### src/rtl/controle_batalha.sv
// Turn controller for the 5x7 LED battleship game: button debounce, attack decode,
// shot/hit history and result LEDs. Optional shot limit enabled by LIMITE_TIROS_EN.
module controle_batalha #(
  parameter int DEB_CICLOS    = 4,
  parameter int RESULT_CICLOS = 8,
  parameter int ALVOS         = 6,
  parameter int MAX_TIROS     = 15
) (
  input  logic        clk,
  input  logic        rst,
  input  logic        botao,
  input  logic [7:0]  ch,
  input  logic [34:0] pos_matriz,
  output logic        pos_trava,
  output logic [34:0] atq_hist,
  output logic [34:0] acerto_hist,
  output logic [5:0]  acertos,
  output logic [5:0]  tiros,
  output logic [2:0]  fase,
  output logic        verde,
  output logic        vermelho
);

  // state   | meaning
  // POSIC   | players place ships, matrix unlocked
  // ESPERA  | waiting for an attack command
  // AVALIA  | single cycle: record shot and score it
  // MOSTRA  | result shown on the LEDs for RESULT_CICLOS cycles
  // VITORIA | all targets hit, green steady
  // DERROTA | shot limit reached, red steady
  typedef enum logic [2:0] {
    POSIC   = 3'd0,
    ESPERA  = 3'd1,
    AVALIA  = 3'd2,
    MOSTRA  = 3'd3,
    VITORIA = 3'd4,
    DERROTA = 3'd5
  } fase_t;

  localparam int DW = (DEB_CICLOS > 1) ? $clog2(DEB_CICLOS) : 1;
  localparam int RW = (RESULT_CICLOS > 1) ? $clog2(RESULT_CICLOS) : 1;

  fase_t         fase_q, fase_d;
  logic          sync1, sync2, deb, deb_prev;
  logic [DW-1:0] deb_cnt;
  logic [RW-1:0] res_cnt;
  logic [5:0]    idx_q;
  logic          res_hit;
  logic          cmd;
  logic [2:0]    row, col;
  logic          coord_ok, repete, fim_mostra, limite;
  logic [5:0]    idx_calc;
  logic          unused_ch;

  assign unused_ch = ch[6];
  assign cmd       = deb & ~deb_prev;

  assign row        = ch[2:0];
  assign col        = ch[5:3];
  assign coord_ok   = (row <= 3'd6) && (col <= 3'd4);
  assign idx_calc   = {3'b000, row} * 6'd5 + {3'b000, col};
  assign repete     = coord_ok && atq_hist[idx_calc];
  assign fim_mostra = (res_cnt == '0);

`ifdef LIMITE_TIROS_EN
  assign limite = (tiros == 6'(MAX_TIROS));
`else
  logic unused_max;
  assign unused_max = (MAX_TIROS > 0);
  assign limite     = 1'b0;
`endif

  always_ff @(posedge clk or posedge rst) begin
    if (rst) fase_q <= POSIC;
    else     fase_q <= fase_d;
  end

  always_comb begin
    fase_d = fase_q;
    case (fase_q)
      POSIC:   if (cmd && ch[7]) fase_d = ESPERA;
      ESPERA:  if (cmd) fase_d = (!coord_ok || repete) ? MOSTRA : AVALIA;
      AVALIA:  fase_d = MOSTRA;
      MOSTRA:
        if (fim_mostra) begin
          if (acertos == 6'(ALVOS)) fase_d = VITORIA;
          else if (limite)          fase_d = DERROTA;
          else                      fase_d = ESPERA;
        end
      VITORIA, DERROTA: if (cmd && ch[7]) fase_d = POSIC;
      default: fase_d = POSIC;
    endcase
  end

  always_comb begin
    pos_trava = (fase_q != POSIC);
    verde     = ((fase_q == MOSTRA) && res_hit) || (fase_q == VITORIA);
    vermelho  = ((fase_q == MOSTRA) && !res_hit) || (fase_q == DERROTA);
    fase      = fase_q;
  end

  // Debounce: down-counter reloads while the synchronized level matches, flips at terminal count.
  always_ff @(posedge clk or posedge rst) begin
    if (rst) begin
      sync1    <= 1'b0;
      sync2    <= 1'b0;
      deb      <= 1'b0;
      deb_prev <= 1'b0;
      deb_cnt  <= DW'(DEB_CICLOS - 1);
    end else begin
      sync1    <= botao;
      sync2    <= sync1;
      deb_prev <= deb;
      if (sync2 == deb) begin
        deb_cnt <= DW'(DEB_CICLOS - 1);
      end else if (deb_cnt == '0) begin
        deb     <= sync2;
        deb_cnt <= DW'(DEB_CICLOS - 1);
      end else begin
        deb_cnt <= deb_cnt - 1'b1;
      end
    end
  end

  always_ff @(posedge clk or posedge rst) begin
    if (rst) begin
      atq_hist    <= '0;
      acerto_hist <= '0;
      acertos     <= '0;
      tiros       <= '0;
      idx_q       <= '0;
      res_hit     <= 1'b0;
      res_cnt     <= '0;
    end else begin
      case (fase_q)
        ESPERA:
          if (cmd) begin
            idx_q   <= idx_calc;
            res_hit <= 1'b0;
            res_cnt <= RW'(RESULT_CICLOS - 1);
          end
        AVALIA: begin
          atq_hist[idx_q] <= 1'b1;
          if (tiros != 6'd63) tiros <= tiros + 1'b1;
          res_hit <= pos_matriz[idx_q];
          res_cnt <= RW'(RESULT_CICLOS - 1);
          if (pos_matriz[idx_q]) begin
            acerto_hist[idx_q] <= 1'b1;
            if (acertos != 6'd63) acertos <= acertos + 1'b1;
          end
        end
        MOSTRA:
          if (!fim_mostra) res_cnt <= res_cnt - 1'b1;
        VITORIA, DERROTA:
          if (cmd && ch[7]) begin
            atq_hist    <= '0;
            acerto_hist <= '0;
            acertos     <= '0;
            tiros       <= '0;
            res_hit     <= 1'b0;
          end
        default: ;
      endcase
    end
  end

endmodule

### config.mk
export PLATFORM = sky130hd
export DESIGN_NAME = controle_batalha
export DESIGN_NICKNAME = d
export VERILOG_FILES = /design/src/rtl/controle_batalha.sv
export SDC_FILE = /design/constraint.sdc
export NUM_CORES = 1
export LEC_CHECK = 0
export ABC_AREA = 1
export BUFFER_PORTS_ARGS = -buffer_cell sky130_fd_sc_hd__buf_4
export CAP_MARGIN = 20
export CORE_MARGIN = 5
export CORE_UTILIZATION = 46
export CTS_CLUSTER_DIAMETER = 150
export DETAILED_ROUTE_END_ITERATION = 7
export PLACE_DENSITY = 0.8
export RECOVER_POWER = 50
export SYNTH_ARGS = -nofsm -noshare
export SYNTH_HDL_FRONTEND = slang
export SYNTH_SLANG_ARGS = --single-unit
### constraint.sdc
create_clock -name clk -period 3.4 [get_ports clk]
set_input_delay 0 -clock clk [delete_from_list [all_inputs] [get_ports clk]]
set_output_delay 0 -clock clk [all_outputs]
set_load 0.005 [all_outputs]
After elaboration in Yosys (flattened, before gate mapping)
Index checks and enable logic that the tools add are counted.
- flip-flop bits (word level): 101
- input bits: 46
- output and inout port bits: 88
- logic and storage cells: 105
- $add $sub $neg: 5
- multipliers: 1
- $lt $le $gt $ge: 5
- equality and inequality tests: 17
- muxes and demuxes: 31
- bitwise gates (word level): 5
- reductions and logical operators: 28
- operators with widths (cell ; count):
    $pmux 35 s2 ; 2
    $mux 35 ; 2
    $or 35x35->35 ; 2
    $mux 6 ; 4
    $pmux 6 s2 ; 2
    $mux 3 ; 7
    $ne 2x2->1 const B ; 8
    $pmux 3 s5 ; 1
    $lt 6x7->1 const B ; 2
    $add 6x1->6 const B ; 2
    $bmux 1 s6 ; 2
    $ne 6x6->1 const B ; 2
    $reduce_and 3->1 ; 4
    $pmux 3 s3 ; 1
    $reduce_bool 3->1 ; 3
    $reduce_and 4->1 ; 2
    $add 6x3->6 ; 1
    $demux 1 s6 ; 1
    $eq 3x2->1 const B ; 2
    $eq 3x3->1 const B ; 2
    $eq 6x3->1 const B ; 1
    $ge 6x1->1 const B ; 1
    $le 3x3->1 const B ; 2
    $logic_and 1x1->1 ; 6
    17 further kinds ; 30

Logic depth before layout (Yosys ltp)
- depth after elaboration: 9
- mapped depth: 15
- depth with buffers taken out: 15

Least setup slack after synthesis
OpenSTA, ideal clock, no wires.
- kind: input to register
- start: input port ch[0]
- end: register fase_q[0], in the netlist fase[0]
- setup time: 65 ps
- arrival: 1915 ps
- required time: 3335 ps
- path slack: 1420 ps
- stages on the path: 14
- path buffers: 0
- cell sequence: ha_1 ha_1 inv_1 fa_1 inv_1 nor3_1 nand2_1 nor2_1 a21oi_1 nand2_1 nand2_1 nand2_1 nand2_1 nand2_1
- cells in the longest elaborated chain, start to end: 9
- elaborated cells on any way between the ends: 12
- classes of those cells: 1 x add/sub; 1 x mul; 1 x order compare; 5 x mux; 4 x reduce/logical
- RTL lines (element ; line ; text):
    start, declared ; 12 ; input logic [7:0] ch,
    $mul 3x3->6 ; 61 ; assign idx_calc = {3'b000, row} * 6'd5 + {3'b000, col};
    $add 6x3->6 ; 61 ;
    $bmux 1 s6 ; 62 ; assign repete = coord_ok && atq_hist[idx_calc];
    $mux 1 (not written as such) ; 62 ;
    $logic_and 1x1->1 ; 62 ;
    $logic_or 1x1->1 (*) ; 82 ; ESPERA: if (cmd) fase_d = (!coord_ok || repete) ? MOSTRA : AVALIA;
    $mux 1 (*) ; 82 ;
    $mux 3 (*) ; 82 ;
    $pmux 3 s5 (*) ; 80 ; case (fase_q)
    end signal, assigned ; 75 ; else fase_q <= fase_d;
    end, declared ; 43 ; fase_t fase_q, fase_d;
Mark *: on every way between the ends. The rest lies on a longest branch, timed or not. The select of a mux whose other input is x is not followed.
A chain may end at the register's enable or synchronous reset.

Worst setup path after layout
- start: register idx_q[0]
- end: register acerto_hist[1]
- cells in the longest elaborated chain, start to end: 7
- elaborated cells on any way between the ends: 12
- classes of those cells: 2 x order compare; 1 x eq/ne; 6 x mux; 1 x bitwise; 2 x reduce/logical
- RTL lines (element ; line ; text):
    start, declared ; 47 ; logic [5:0] idx_q;
    start signal, assigned ; 138 ; idx_q <= idx_calc;
    $lt 6x7->1 (not written as such) / $ge 6x1->1 (equally long branches) ; 148 ; acerto_hist[idx_q] <= 1'b1;
    $logic_and 1x1->1 (not written as such) ; 148 ;
    $mux 1 (not written as such) ; 148 ;
    $demux 1 s6 ; 148 ;
    $or 35x35->35 (no line) ; n/a ;
    $mux 35 ; 147 ; if (pos_matriz[idx_q]) begin
    $pmux 35 s2 ; 135 ; case (fase_q)
    end signal, assigned ; 128 ; acerto_hist <= '0;
    end signal, assigned by index ; 148 ;
    end signal, assigned ; 157 ; acerto_hist <= '0;
    end, declared ; 16 ; output logic [34:0] acerto_hist,
Several ways; a longest one is shown, not always the timed one. The select of a mux whose other input is x is not followed.

==> reports/qor.yml <==
cp_slowest_cell: "nand2_4"
cp.required_ns: 3.66
fin_nets: 910
synthCells: 723
overflow: 0
rsz0062_at_grt: "no"
cp_num_buf_inv: 1
io_pins: 134
ys_seq_area_share_pct: 46.3
rr_worst_depth: 11
grt_max_degree: 71
antenna_found_initial: 0
path_cells: "buf_4 > or2_1 > o211ai_1 > nand4_1 > nand2_1 > nand2_1 > nor2_2 > nand3_4 > nand2_4 > nand2_1 > o21ai_1"
io_buffers: 132
core_sq_um: 11500
firstDrtPassIters: 5
dp.cells: 978
peakVddDrop_uv: 408
die_x_um: 119
clock_path_buffers: 2
vias: 5383
layout_commonest_cell: "nand2_1"
htreeDepth: 3
timing.hold.worst_path_depth: 6
row_count: 39
syn2layout_area_growth_pct: 24.3
grt_pass1_wl_um: 25400
synth_fp_nets: 785
gp_congestion: 0.928
tns_ns: 0
ant_nets: 0
setup_ws_ns: 1.02
violations: "max-capacitance violations, max-slew violations"
place_hpwl_um: 11300
max_stage_delay_ns: 0.52
synth_cell_type_count: 38
fp.dieH_um: 119
synth_top_area_share_pct: 45.3
cts_tree: "built"
cp_max_fo: 70
maxCapViolCount: 1
cts_root_buffer: "clkbuf_16"
crit_top_cell: "nand2_1"
slew_headroom_pct: -33.9
drcViolationCount: 0
fin_cells: 996
synth.largest_area_cell: "dfrtp_1"
crit_type: "flip-flop to flip-flop"
hold_violations: 0
clock_sinks: 101
drt_wl_total_um: 15600
endpoint_kind: "flip-flop"
wl_per_cell_um: 15.7
yosys_warnings: 0
finalClockSkew_ns: 0.0127
fill_cells: 1064
multi_input_area_sq_um: 2470
finalCritPeriodShare_pct: 70.1
fmax_mhz: 420
grt_pass1_vias: 5071
viasPerCell: 5.40
dpl_cell_area_sq_um: 6540
initial_utilization_pct: 47.5
drive_above_1_share_pct: 19.3
post_cts_buffers: 0
maxSlewViolCount: 44
hold_path.class: "input port to flip-flop"
synth_area_sq_um: 5470
final_cell_mix: "nand2_1, dfrtp_1, clkbuf_4, nor2_1, inv_1"
status: "finished with violations"
period_needed_ns: 2.38
die_area_sq_um: 14200
power_density_nw_per_um2: 769
clkTransAtPathRegs_ns: 0.07
clk_latency_ns: 0.35
diodes: 0
startpoint_type: "flip-flop"
dr.first_iter.drc_count: 523
cts_buffers: 9
place_ws_ns: 0.993
tightest_slew_ns: 2.00
fin_area_sq_um: 6800
grt_use_total_pct: 21.9
path_delay_family: "simple AND/OR/NAND/NOR gates"
setup_violations: 0
synth_area_per_cell_sq_um: 7.56
cp.depth: 11
power_leakage_nw: 3.31
synth_seq_cells: 101
arrival_ns: 2.64
regArea_sq_um: 2530
hold_ws_ns: 0.0992
yosys-top-cells-area: "dfrtp_1, nand2_1, o21ai_1, inv_1, nor2_1"
cells in the mapped netlist (all sizes together):
library cell	number
a211oi	2
a21oi	47
a22oi	1
a31oi	1
a32oi	1
buf	19
clkbuf	7
clkinv	1
dfrtp	99
dfstp	2
fa	1
ha	15
inv	85
nand2	187
nand3	42
nand3b	1
nand4	9
nor2	72
nor3	12
nor3b	2
o211ai	4
o21ai	99
o22ai	1
o31ai	3
or2	3
xnor2	4
xor2	3
worst register-to-register path: stages (launching register included):
cell      delay (ns)
dfrtp_1         0.39
buf_4           0.21
or2_1           0.25
o211ai_1        0.09
nand4_1         0.13
nand2_1         0.08
nand2_1         0.08
nor2_2          0.13
nand3_4         0.15
nand2_4         0.52
nand2_1         0.17
o21ai_1         0.11
area by class of cell:
type / instances / share of cell area, %
clock inverters: 6 / 0.792
repair buffers: 140 / 14.9
well taps: 143 / 2.63
flip-flops and latches: 101 / 37.2
inverters: 86 / 4.77
multi-input cells: 510 / 36.3
clock buffers: 10 / 3.37
path summary, 6_finish.rpt:
kind / startpoint / endpoint / slack [ns]
worst min-delay path: ch[7] / fase[2]$_DFFE_PP0P_ / 0.1
max in group asynchronous: rst / deb_cnt[0]$_DFF_PP1_ / 1.46
worst max register to register: idx_q[0]$_DFFE_PP0P_ / acerto_hist[1]$_DFFE_PP0P_ / 1.02
worst min register to register: sync1$_DFF_PP0_ / sync2$_DFF_PP0_ / 0.35
min in group asynchronous: rst / acerto_hist[21]$_DFFE_PP0P_ / 0.72
worst max-delay path: idx_q[0]$_DFFE_PP0P_ / acerto_hist[1]$_DFFE_PP0P_ / 1.02
what timing repair did:
item,in CTS,in global routing
setup endpoints to repair,0,0
resized for setup,0,0
endpoints found under the hold margin,42,0
hold buffers,2,0
routing by layer:
layer  up-vias  GRT usage, %  part of all wire (%)
met1      2527          30.8                    44
met3        29          4.27                   7.7
li1       2603             -                     -
met4         0          7.97                   2.1
met5         -             0                     0
met2       224          33.9                    46
report_power, final:
group	internal, mW	total [mW]	switching [mW]
registers	1.57	1.88	0.311
clock network	0.510	0.984	0.474
logic	0.902	2.36	1.46
kinds of logic (layout without fill, tap and decap cells):
kind of cell / Yosys count / count (layout) / synth area share, %
AO/OA/AOI/OAI: 159 / 159 / 15.1
XOR/XNOR: 7 / 7 / 1.12
adder cells (fa/ha/maj): 16 / 16 / 3.80
buffers and inverters: 112 / 242 / 8.56
flip-flops: 101 / 101 / 46.3
AND/OR/NAND/NOR: 328 / 328 / 25.1
state kept, by name, summed over array words and instances (netlist names):
name / count
deb_cnt: 2
res_cnt: 3
sync2: 1
acertos: 6
tiros: 6
idx_q: 6
deb_prev: 1
deb: 1
atq_hist: 35
fase: 3
acerto_hist: 35
sync1: 1
res_hit: 1
through the flow:
step | total power [mW] | utilization [%]
floorplan | 3.40 | -
global placement | 4.25 | 56.8
detailed placement | 4.30 | 56.8
CTS | 5.30 | 59.4
global route | 5.63 | 59.0
finish | 5.23 | 59.0
No activity file was read; power rests on OpenSTA's default activity.
